==> src/rtl/sync_pkg.sv <==
// Shared types, default widths and the config check for the sync-pulse sequencer.
package sync_pkg;

   localparam int DEF_CNT_W   = 32;
   localparam int DEF_BURST_W = 16;

   typedef enum logic [1:0] {
      IDLE = 2'd0,
      RUN  = 2'd1,
      DONE = 2'd2,
      ERR  = 2'd3
   } state_t;

   // A pulse needs at least one high and one low clock; a burst needs at least one pulse.
   function automatic logic cfg_valid(input logic [DEF_CNT_W-1:0]   period,
                                      input logic [DEF_CNT_W-1:0]   high_time,
                                      input logic [DEF_BURST_W-1:0] burst_len,
                                      input logic                   mode_burst);
      return (period >= DEF_CNT_W'(2)) && (high_time != '0) &&
             (high_time < period) && (!mode_burst || (burst_len != '0));
   endfunction

endpackage

==> src/rtl/sync_pulse_sequencer_if.sv <==
// Strobe, config and status bundle between the key/switch side and the sequencer.
interface sync_pulse_sequencer_if #(
   parameter int CNT_W   = sync_pkg::DEF_CNT_W,
   parameter int BURST_W = sync_pkg::DEF_BURST_W
);
   logic               key_start;
   logic               key_stop;
   logic               mode_burst;
   logic [CNT_W-1:0]   period;
   logic [CNT_W-1:0]   high_time;
   logic [BURST_W-1:0] burst_len;
   logic               pulse_out;
   logic               busy;
   logic               done;
   logic               err;
   logic [BURST_W-1:0] pulse_cnt;
   logic [1:0]         state_o;

   modport master (
      output key_start, key_stop, mode_burst, period, high_time, burst_len,
      input  pulse_out, busy, done, err, pulse_cnt, state_o
   );

   modport slave (
      input  key_start, key_stop, mode_burst, period, high_time, burst_len,
      output pulse_out, busy, done, err, pulse_cnt, state_o
   );
endinterface

==> src/rtl/sync_pulse_sequencer_key_edge_sync.sv <==
// Synchronizes an asynchronous key strobe and emits a one-cycle pulse per rising edge.
module key_edge_sync #(
   parameter int SYNC_STAGES = 2
) (
   input  logic CLOCK_50,
   input  logic reset_n,
   input  logic key,
   output logic edge_pulse
);

   logic [SYNC_STAGES-1:0] sync_q;
   logic                   prev_q;

   // The edge pulse is registered so the controller sees it SYNC_STAGES+1 clocks after the key.
   // NOTE: clocked state uses non-blocking assignments so every flop samples pre-edge values.
   always_ff @(posedge CLOCK_50 or negedge reset_n) begin
      if (!reset_n) begin
         sync_q     <= '0;
         prev_q     <= 1'b0;
         edge_pulse <= 1'b0;
      end else begin
         sync_q     <= {sync_q[SYNC_STAGES-2:0], key};
         prev_q     <= sync_q[SYNC_STAGES-1];
         edge_pulse <= sync_q[SYNC_STAGES-1] & ~prev_q;
      end
   end

endmodule

==> src/rtl/sync_pulse_sequencer.sv <==
// Arms, runs, bursts and stops a programmable pulse train from start/stop key strobes.
module sync_pulse_sequencer
   import sync_pkg::*;
#(
   parameter int CNT_W       = DEF_CNT_W,
   parameter int BURST_W     = DEF_BURST_W,
   parameter int SYNC_STAGES = 2
) (
   input logic                   CLOCK_50,
   input logic                   reset_n,
   sync_pulse_sequencer_if.slave bus
);

   localparam logic [CNT_W-1:0] ONE = CNT_W'(1);

   state_t             state_q, state_d;
   logic [CNT_W-1:0]   phase_q, phase_d;
   logic [CNT_W-1:0]   period_q, period_d;
   logic [CNT_W-1:0]   high_q, high_d;
   logic [BURST_W-1:0] burst_q, burst_d;
   logic [BURST_W-1:0] cnt_q, cnt_d;
   logic               mode_q, mode_d;
   logic               pulse_q, pulse_d;
   logic               start_edge, stop_edge, cfg_ok, at_wrap;
   logic [BURST_W:0]   cnt_inc;

   key_edge_sync #(.SYNC_STAGES(SYNC_STAGES)) u_start_sync (
      .CLOCK_50   (CLOCK_50),
      .reset_n    (reset_n),
      .key        (bus.key_start),
      .edge_pulse (start_edge)
   );

   key_edge_sync #(.SYNC_STAGES(SYNC_STAGES)) u_stop_sync (
      .CLOCK_50   (CLOCK_50),
      .reset_n    (reset_n),
      .key        (bus.key_stop),
      .edge_pulse (stop_edge)
   );

   assign cfg_ok  = cfg_valid(bus.period, bus.high_time, bus.burst_len, bus.mode_burst);
   assign at_wrap = (phase_q == period_q - ONE);
   assign cnt_inc = {1'b0, cnt_q} + (BURST_W+1)'(1);

   // NOTE: every signal gets its hold value first, so no path through this block infers a latch.
   always_comb begin
      state_d  = state_q;
      phase_d  = phase_q;
      cnt_d    = cnt_q;
      period_d = period_q;
      high_d   = high_q;
      burst_d  = burst_q;
      mode_d   = mode_q;

      if (stop_edge) begin
         state_d = IDLE;
         phase_d = '0;
      end else if (start_edge) begin
         phase_d = '0;
         if (cfg_ok) begin
            state_d  = RUN;
            cnt_d    = '0;
            period_d = bus.period;
            high_d   = bus.high_time;
            burst_d  = bus.burst_len;
            mode_d   = bus.mode_burst;
         end else begin
            state_d = ERR;
         end
      end else if (state_q == RUN) begin
         if (at_wrap) begin
            phase_d = '0;
            if (cnt_q != '1) cnt_d = cnt_inc[BURST_W-1:0];
            if (mode_q && (cnt_inc == {1'b0, burst_q})) state_d = DONE;
         end else begin
            phase_d = phase_q + ONE;
         end
      end

      // Decoded from next-state values so the pin moves together with state and phase.
      pulse_d = (state_d == RUN) && (phase_d < high_d);
   end

   always_ff @(posedge CLOCK_50 or negedge reset_n) begin
      if (!reset_n) begin
         state_q  <= IDLE;
         phase_q  <= '0;
         cnt_q    <= '0;
         period_q <= '0;
         high_q   <= '0;
         burst_q  <= '0;
         mode_q   <= 1'b0;
         pulse_q  <= 1'b0;
      end else begin
         state_q  <= state_d;
         phase_q  <= phase_d;
         cnt_q    <= cnt_d;
         period_q <= period_d;
         high_q   <= high_d;
         burst_q  <= burst_d;
         mode_q   <= mode_d;
         pulse_q  <= pulse_d;
      end
   end

   assign bus.pulse_out = pulse_q;
   assign bus.pulse_cnt = cnt_q;
   assign bus.state_o   = state_q;
   assign bus.busy      = (state_q == RUN);
   assign bus.done      = (state_q == DONE);
   assign bus.err       = (state_q == ERR);

endmodule
==> src/flat_wrapper.sv <==
// flat-port wrapper written by rule: the top's interface ports become plain ports
module sync_pulse_sequencer_flat import sync_pkg::*;
#(
   parameter int CNT_W       = DEF_CNT_W,
   parameter int BURST_W     = DEF_BURST_W,
   parameter int SYNC_STAGES = 2
)
  (CLOCK_50, reset_n, bus_key_start, bus_key_stop, bus_mode_burst, bus_period, bus_high_time, bus_burst_len, bus_pulse_out, bus_busy, bus_done, bus_err, bus_pulse_cnt, bus_state_o);
  sync_pulse_sequencer_if #(.CNT_W(CNT_W), .BURST_W(BURST_W)) bus_i ();
  input logic CLOCK_50;
  input logic reset_n;
  input wire logic [$bits(bus_i.key_start)-1:0] bus_key_start;
  input wire logic [$bits(bus_i.key_stop)-1:0] bus_key_stop;
  input wire logic [$bits(bus_i.mode_burst)-1:0] bus_mode_burst;
  input wire logic [$bits(bus_i.period)-1:0] bus_period;
  input wire logic [$bits(bus_i.high_time)-1:0] bus_high_time;
  input wire logic [$bits(bus_i.burst_len)-1:0] bus_burst_len;
  output wire logic [$bits(bus_i.pulse_out)-1:0] bus_pulse_out;
  output wire logic [$bits(bus_i.busy)-1:0] bus_busy;
  output wire logic [$bits(bus_i.done)-1:0] bus_done;
  output wire logic [$bits(bus_i.err)-1:0] bus_err;
  output wire logic [$bits(bus_i.pulse_cnt)-1:0] bus_pulse_cnt;
  output wire logic [$bits(bus_i.state_o)-1:0] bus_state_o;
  assign bus_i.key_start = bus_key_start;
  assign bus_i.key_stop = bus_key_stop;
  assign bus_i.mode_burst = bus_mode_burst;
  assign bus_i.period = bus_period;
  assign bus_i.high_time = bus_high_time;
  assign bus_i.burst_len = bus_burst_len;
  assign bus_pulse_out = bus_i.pulse_out;
  assign bus_busy = bus_i.busy;
  assign bus_done = bus_i.done;
  assign bus_err = bus_i.err;
  assign bus_pulse_cnt = bus_i.pulse_cnt;
  assign bus_state_o = bus_i.state_o;
  sync_pulse_sequencer #(.CNT_W(CNT_W), .BURST_W(BURST_W), .SYNC_STAGES(SYNC_STAGES)) u_core (.CLOCK_50(CLOCK_50), .reset_n(reset_n), .bus(bus_i));
endmodule
==> config.mk <==
export PLATFORM = sky130hd
export DESIGN_NAME = sync_pulse_sequencer_flat
export DESIGN_NICKNAME = d
export VERILOG_FILES = /design/src/rtl/sync_pkg.sv /design/src/rtl/sync_pulse_sequencer_if.sv /design/src/rtl/sync_pulse_sequencer_key_edge_sync.sv /design/src/rtl/sync_pulse_sequencer.sv /design/src/flat_wrapper.sv
export SDC_FILE = /design/constraint.sdc
export NUM_CORES = 1
export LEC_CHECK = 0
export ABC_AREA = 1
export BUFFER_PORTS_ARGS = -buffer_cell sky130_fd_sc_hd__buf_2
export CELL_PAD_IN_SITES_DETAIL_PLACEMENT = 0
export CELL_PAD_IN_SITES_GLOBAL_PLACEMENT = 1
export CORE_ASPECT_RATIO = 1.4
export CORE_MARGIN = 1
export CORE_UTILIZATION = 47
export DETAILED_ROUTE_END_ITERATION = 10
export PLACE_DENSITY_LB_ADDON = 0.25
export SKIP_CTS_REPAIR_TIMING = 1
export SLEW_MARGIN = 0
export SYNTH_ARGS = -nofsm -noshare
export SYNTH_HDL_FRONTEND = slang
export SYNTH_SLANG_ARGS = --single-unit
==> constraint.sdc <==
create_clock -name CLOCK_50 -period 5.15 [get_ports CLOCK_50]
set_input_delay 0.2575 -clock CLOCK_50 [delete_from_list [all_inputs] [get_ports CLOCK_50]]
set_output_delay 0.2575 -clock CLOCK_50 [all_outputs]
set_load 0.03 [all_outputs]
==> summary.md, run 1 <==
| Metric | Value |
|---|---|
| # IOs | 107 |
| Port buffer count | 106 |
| Placement Setup Slack | 796 ps |
| Startpoint types | flip-flop |
| Crit path capture type | flip-flop |
| Final nets | 1565 |
| Final wirelength | 26.2 mm |
| Pwr Density | 347 mW/mm² |
| Fin util | 55.8% |
| 1st-iter DRT viols | 393 |
| Die area | 0.0210 mm² |
| Yosys reg bits | 140 |
| Number of detailed-route iterations in the first pass | 5 |
| Leak | 0.00582 µW |
| Main flop type after synthesis | dfrtp_1 |
| Area of the multi-input gates | 0.00518 mm² |
| Share of cells above drive strength 1 | 14.4% |
| Worst R2R Path Depth | 23 |
| Synthesized area | 0.00962 mm² |
| Clock power frac | 38.2% |
| Net count after synthesis | 1457 |
| Vias per cell | 5.19 |
| Pin count of the biggest net entering global routing | 94 |
| Status | completed |
| # fillers | 1945 |
| Cells along the critical path | inv_1, ha_1, nand2_2, inv_1, nand2_1, nor2_1, nand3_1, nand2_1, nand2_1, nand2_1, nor2_1, nand2_1, nor2_4, nand3_4, clkinv_2, a211oi_1, ha_1, nand2_1, or4_1, a21oi_1, a2111oi_0, nand3_1, a21oi_1 |
| H-Tree Depth | 4 |
| Total Power | 3870 µW |
| Synthesized area per cell | 7.36 µm² |
| Inserted Clock Buffers | 17 |
| Worst-path clk slew | 60 ps |
| CP endpoint | u_core.bus.pulse_out |
| Clk root buf | clkbuf_16 |
| Crit-path slowest cell | or4_1 |
| Switching pwr | 1260 µW |
| Placed Cells | 1645 |
| Grt total ovfl | 0 |
| Die width | 123 µm |
| Pins Over Slew Limit | 0 |
| Final-report hold violation count | 0 |
| Die Ht | 171 µm |
| Power share of the combinational group | 24.9% |
| Post-synthesis sequential area ratio | 36.4% |
| Sw Share | 32.6% |
| Setup slack after layout | 934 ps |
| Syn. warnings | 0 |
| Post-synth EDFFs | 0 |
| Unrepaired setup endpoints after global routing | no |
| Worst EP arrival | 4520 ps |
| Worst R2R End | u_core.bus.pulse_out |
| Flop pwr share | 36.9% |
| Gate Count Post-Synth | 1307 |
| Num Clock Sinks | 140 |
| Final worst-path cycle share | 81.9% |
| WP data required | 5450 ps |
| Worst IR Drop VDD | 237 µV |
| Routed WL per cell | 15.6 µm |
| Synthesis-to-finish area growth | 16.0% |
| HP Class | input pin to flip-flop |
| Clock Latency Late Sink | 430 ps |
| Worst path max stage delay | 580 ps |
| Power Internal | 2610 µW |
| Via count | 8712 |
| Rel. slew slack | 40.9% |
| Period minus WS final | 4220 ps |
| Initial Util | 48.1% |
| RePlAce Congestion | 0.858 |
| Final setup TNS | 0 ps |
| FF-to-FF Start | u_core.period_q[0] |
| Reg2Reg Setup Slack | 930 ps |
| Slew @ Worst Pin | 887 ps |
| HPWL after DPL | 20.5 mm |
| Max Cap Viol | 0 |
| Num rows | 61 |
| CTS tree | yes |
| Netlist cell types | 46 |
| Final Setup Violations | 0 |
| Peak Freq | 0.237 GHz |
| Share of synthesized registers carrying an async set or reset | 100% |
| First-pass GRT wire length | 42.7 mm |
| Initial antenna violation count | 0 |
| Most used cell, CP | nand2_1 |
| Antenna Nets Post-Route | 0 |
| CTS max path bufs | 2 |
| Sequential Area | 0.00350 mm² |
| Critical path type | flip-flop to flip-flop |
| Total Routing Usage GR | 26.6% |
| DRC Markers | 0 |
| CP Max Fanout | 27 |
| CP startpoint | u_core.period_q[0] |
| Ant diodes | 0 |
| Core area | 0.0200 mm² |
| Layout Cells excl Fill | 1680 |
| Vias in the first global route | 8520 |
| Final worst clock skew | 9.38 ps |
==> sequential cells by signal, summed over array words and instances (netlist names) <==
| register | cells |
|---|---|
| u_core.bus.state_o | 2 |
| u_core.u_start_sync.prev_q | 1 |
| u_core.u_start_sync.edge_pulse | 1 |
| u_core.u_start_sync.sync_q | 2 |
| u_core.u_stop_sync.edge_pulse | 1 |
| u_core.phase_q | 32 |
| u_core.high_q | 32 |
| u_core.burst_q | 16 |
| u_core.mode_q | 1 |
| u_core.period_q | 32 |
| u_core.bus.pulse_cnt | 16 |
| u_core.bus.pulse_out | 1 |
| u_core.u_stop_sync.prev_q | 1 |
| u_core.u_stop_sync.sync_q | 2 |
==> power groups by stage <==
stage | Combinational [µW] | Clock, µW | Sequential, µW
after floorplan | 664 | 0 | 1430
after detailed placement | 962 | 0 | 1440
after global placement | 942 | 0 | 1440
after global routing | 1110 | 1550 | 1450
after CTS | 969 | 1500 | 1430
final | 962 | 1480 | 1430
==> Yosys cell counts (3+ instances only) <==
cell type / number / share of area, %
clkbuf_1: 22 / 0.86
or2_2: 22 / 1.4
nand4_1: 36 / 2.3
nand3b_1: 5 / 0.39
nor2_4: 4 / 0.47
xor2_1: 38 / 3.5
nand3_1: 71 / 3.7
o21ai_1: 4 / 0.21
nor4_1: 14 / 0.91
a211oi_1: 7 / 0.55
nor2_2: 7 / 0.46
o2111ai_1: 5 / 0.46
nor2_1: 114 / 4.4
xnor2_1: 19 / 1.7
inv_1: 216 / 8.4
o31ai_2: 12 / 1.6
o21a_1: 3 / 0.23
o21ai_0: 103 / 5.4
a21oi_1: 31 / 1.6
dfrtp_1: 140 / 36
o31ai_1: 3 / 0.23
inv_2: 3 / 0.12
nand2_2: 3 / 0.20
nand2_1: 310 / 12
ha_1: 65 / 8.5
nor3_1: 21 / 1.1
==> layout by cell type (no fill, tap or decap), drive strengths merged, types with 14 or more instances in the layout <==
master and n:
o31ai 15, nand4 36, dfrtp 140, inv 219
xnor2 19, xor2 38, o21ai 107, nand2 315
a21oi 31, ha 65, nor2 127, clkbuf 21
nand3 73, or2 22, nor3 23, buf 113
nor4 14
==> through the flow <==
stage / hold slack [ps] / cell area, µm²
after global routing: 50.7 / 11200
after floorplan: -38.1 / 9620
after global placement: 334 / 10400
final: 49.1 / 11200
after CTS: -75.3 / 11100
after detailed placement: 335 / 10400
==> layer usage <==
metal  vias to the layer above  GRT usage, %  part of all wire (%)
li1                       4438             -                     -
met1                      4063          31.7                    43
met2                       171          47.8                    51
met3                        40          3.98                   3.2
met4                         0          10.1                   2.7
met5                         -             0                     0
==> layout make-up <==
| cell class | count | area share [%] |
|---|---|---|
| well taps | 252 | 2.83 |
| clock inverters | 11 | 2.12 |
| multi-input cells | 919 | 46.4 |
| repair buffers | 116 | 5.55 |
| clock buffers | 21 | 4.22 |
| inverters | 221 | 7.45 |
| flip-flops and latches | 140 | 31.4 |
==> worst min-delay path by stage <==
stage	start	endpoint	slack, ps	cells past startpoint
4_1_cts	bus_key_stop	u_core.u_stop_sync.sync_q[0]	-80	1
3_3_place_gp	u_core.u_start_sync.sync_q[0]	u_core.u_start_sync.sync_q[1]	330	0
2_1_floorplan	reset_n	u_core.burst_q[0]	-40	0
5_1_grt	bus_burst_len[5]	u_core.burst_q[5]	50	3
6_report	bus_burst_len[3]	u_core.burst_q[3]	50	3
3_5_place_dp	u_core.u_start_sync.sync_q[0]	u_core.u_start_sync.sync_q[1]	330	0
==> cell families after synthesis <==
group	after synthesis	synth area share, %
simple gates	620	29.0
buf+inv	248	9.86
compound gates	177	11.0
flops	140	36.4
fa+ha+maj	65	8.46
xor+xnor	57	5.19
==> worst max-delay path, delay by kind of cell, from the launching register on <==
kind | cells | cell delay, ps
AO/OA/AOI/OAI | 4 | 740
adder cells (fa/ha/maj) | 2 | 410
buffers and inverters | 3 | 560
flip-flops | 1 | 420
AND/OR/NAND/NOR | 14 | 1920
Power figures use the tool's default switching activity.
==> run 2, diff against run 1 <==
CORE_UTILIZATION = 39   (was 47)
clock period = 3.7 ns   (was 5.15 ns; I/O delays follow)
==> summary.md, run 2 (same netlist as run 1, synthesis figures left out) <==
| Metric | Value |
|---|---|
| Flop pwr share | 35.7% (was 36.9%) |
| HP Class | input pin to flip-flop (unchanged) |
| Rel. slew slack | 45.5% (was 40.9%) |
| CTS max path bufs | 2 (unchanged) |
| Pin count of the biggest net entering global routing | 81 (was 94) |
| Vias in the first global route | 8909 (was 8520) |
| Cells along the critical path | nand2_1, nor2_2, inv_2, nor3_4, nand3_2, nor2_2, nand3_2, or4_4, nor3_4, buf_4, nand4_1, xnor2_1, nand3_1, inv_1, ha_4, nand2_1, or4_4, a21oi_4, a2111oi_4, nand3_2, a21oi_2 (was inv_1, ha_1, nand2_2, inv_1, nand2_1, nor2_1, nand3_1, nand2_1, nand2_1, nand2_1, nor2_1, nand2_1, nor2_4, nand3_4, clkinv_2, a211oi_1, ha_1, nand2_1, or4_1, a21oi_1, a2111oi_0, nand3_1, a21oi_1) |
| Clock power frac | 36.3% (was 38.2%) |
| Core area | 0.0241 mm² (was 0.0200 mm²) |
| Crit path capture type | flip-flop (unchanged) |
| Met2 Routed Length | 15.1 mm (was 13.5 mm) |
| Setup slack after layout | 73.3 ps (was 934 ps) |
| RePlAce Congestion | 0.884 (was 0.858) |
| Commonest non-fill, non-tap cell in the layout | nand2_1 (unchanged) |
| Critical path type | flip-flop to flip-flop (unchanged) |
| Grt total ovfl | 0 (unchanged) |
| Unrepaired setup endpoints after global routing | yes (was no) |
| Hold WS | -21.9 ps (was 49.1 ps) |
| Min-delay src | bus_burst_len[5] (was bus_burst_len[3]) |
| Slew @ Worst Pin | 818 ps (was 887 ps) |
| 1st-iter DRT viols | 356 (was 393) |
| Worst-path clk slew | 60 ps (about the same) |
| Failing checks | hold timing |
| Leading registers by flop count | u_core.high_q x32, u_core.period_q x32, u_core.phase_q x32 (unchanged) |
| Top Metal Used | met5 (was met4) |
| CTS tree | yes (unchanged) |
| Status | finished, violations left (was completed) |
| Die Ht | 188 µm (was 171 µm) |
| Synthesis-to-finish area growth | 26.6% (was 16.0%) |
| Total Routing Usage GR | 23.8% (was 26.6%) |
| Antenna Nets Post-Route | 0 (unchanged) |
| Most frequent cells in the layout | nand2_1 (307), inv_1 (212), dfrtp_1 (140) (was nand2_1 (310), inv_1 (216), dfrtp_1 (140)) |
| Crit-path slowest cell | or4_4 (was or4_1) |
| Period minus WS final | 3630 ps (was 4220 ps) |
| Sw Share | 33.2% (was 32.6%) |
| Buffers & Inverters on Critical Path | 3 (unchanged) |
| Placement Setup Slack | -335 ps (was 796 ps) |
| Die width | 135 µm (was 123 µm) |
| Power Internal | 3690 µW (was 2610 µW) |
| Final worst-path cycle share | 98.0% (was 81.9%) |
| Final nets | 1649 (was 1565) |
| Port buffer count | 106 (unchanged) |
| Switching pwr | 1840 µW (was 1260 µW) |
| Startpoint types | flip-flop (unchanged) |
| Worst IR Drop VDD | 350 µV (was 237 µV) |
| WP data required | 4020 ps (was 5450 ps) |
| Pwr Density | 454 mW/mm² (was 347 mW/mm²) |
| HPWL after DPL | 22.8 mm (was 20.5 mm) |
| H-Tree Depth | 4 (unchanged) |
| Share of cells above drive strength 1 | 22.2% (was 14.4%) |
| Die area | 0.0253 mm² (was 0.0210 mm²) |
| Clock Latency Late Sink | 440 ps (was 430 ps) |
| Via count | 9043 (was 8712) |
| Final wirelength | 28.8 mm (was 26.2 mm) |
| # IOs | 107 (unchanged) |
| Initial antenna violation count | 2 (was 0) |
| Inserted Clock Buffers | 17 (unchanged) |
| Pins Over Slew Limit | 0 (unchanged) |
| Power share of the combinational group | 28.0% (was 24.9%) |
| Vias per cell | 4.96 (was 5.19) |
| CP startpoint | u_core.phase_q[2] (was u_core.period_q[0]) |
| Final-report hold violation count | 4 (was 0) |
| Final Setup Violations | 0 (unchanged) |
| Met3 wire length | 853 µm (was 828 µm) |
| Worst EP arrival | 3950 ps (was 4520 ps) |
| Max Cap Viol | 0 (unchanged) |
| Num rows | 67 (was 61) |
| Leak | 0.00631 µW (was 0.00582 µW) |
| Clk root buf | clkbuf_16 (unchanged) |
| Peak Freq | 0.276 GHz (was 0.237 GHz) |
| Total Power | 5520 µW (was 3870 µW) |
| CP Max Fanout | 3 (was 27) |
| Most used cell, CP | nand3_2 (was nand2_1) |
| FF-to-FF Start | u_core.phase_q[2] (was u_core.period_q[0]) |
| First-pass GRT wire length | 46.0 mm (was 42.7 mm) |
| Initial Util | 40.0% (was 48.1%) |
| Final worst clock skew | 18.5 ps (was 9.38 ps) |
| Wl on met1 | 12.2 mm (was 11.2 mm) |
| Routed WL per cell | 15.8 µm (was 15.6 µm) |
| Number of detailed-route iterations in the first pass | 5 (unchanged) |
| Worst path max stage delay | 560 ps (was 580 ps) |
| Num Clock Sinks | 140 (unchanged) |
| Critical path's top delay family | simple AND/OR/NAND/NOR gates (unchanged) |
| DRC Markers | 0 (unchanged) |
-- run 2: cell count changes in the layout (fill, tap and decap cells not counted), moves of 4 or more --
cell / previous run / this run
inv_1: 216 / 212
nor2_4: 4 / 8
nor2_2: 7 / 17
nor2_1: 114 / 100
nor3_1: 21 / 14
nand3_1: 70 / 65
inv_2: 3 / 7
buf_4: 7 / 82
nor3_2: 2 / 6
nand3_2: 1 / 5
-- run 2: worst register-to-register path, stage by stage (launching register included) --
cell and delay (ps):
dfrtp_1 350, nand2_1 60, nor2_2 140, inv_2 60, nor3_4 180, nand3_2 140
nor2_2 150, nand3_2 90, or4_4 450, nor3_4 130, buf_4 140, nand4_1 90
xnor2_1 140, nand3_1 60, inv_1 80, ha_4 280, nand2_1 50, or4_4 560
a21oi_4 160, a2111oi_4 70, nand3_2 80, a21oi_2 30
-- run 2: layout make-up --
class                   instances  area [µm²]
fillers                      2385       11900
multi-input cells             920        5470
flip-flops and latches        140        3500
repair buffers                199        1290
inverters                     221         837
clock buffers                  21         470
well taps                     310         388
clock inverters                11         211
diodes                          1        2.50
-- run 2: layer usage --
metal	vias to the layer above	track usage [%]
met1	4239	27.7
met3	34	3.54
met4	2	8.12
li1	4607	-
met5	-	0
met2	161	43.7
-- run 2: path summary, 6_finish.rpt --
kind,slack [ps],end,cells past startpoint
min in group asynchronous,370,u_core.u_start_sync.edge_pulse,2
setup / recovery,70,u_core.bus.pulse_out,21
hold / removal,-20,u_core.burst_q[5],3
max in group asynchronous,2380,u_core.burst_q[6],3
setup reg to reg,70,u_core.bus.pulse_out,21
hold reg to reg,350,u_core.u_start_sync.sync_q[1],0
-- run 2: per-stage QoR --
step | utilization (%) | instances | cell area (µm²) | setup TNS, ps
6_report | 50.6 | 1823 | 12200 | 0
5_1_grt | 50.6 | 1822 | 12200 | -227
4_1_cts | 48.7 | 1803 | 11700 | -126
3_3_place_gp | 45.8 | 1771 | 11000 | -201
2_1_floorplan | - | 1307 | 9620 | 0
3_5_place_dp | 45.8 | 1771 | 11000 | -335
-- run 2: power by group through the flow --
stage / clock (µW) / sequential [µW] / combinational [µW]
finish: 2000 / 1970 / 1540
global route: 2100 / 2000 / 1770
CTS: 2040 / 1960 / 1500
detailed placement: 0 / 1990 / 1490
global placement: 0 / 1980 / 1470
floorplan: 0 / 1980 / 925
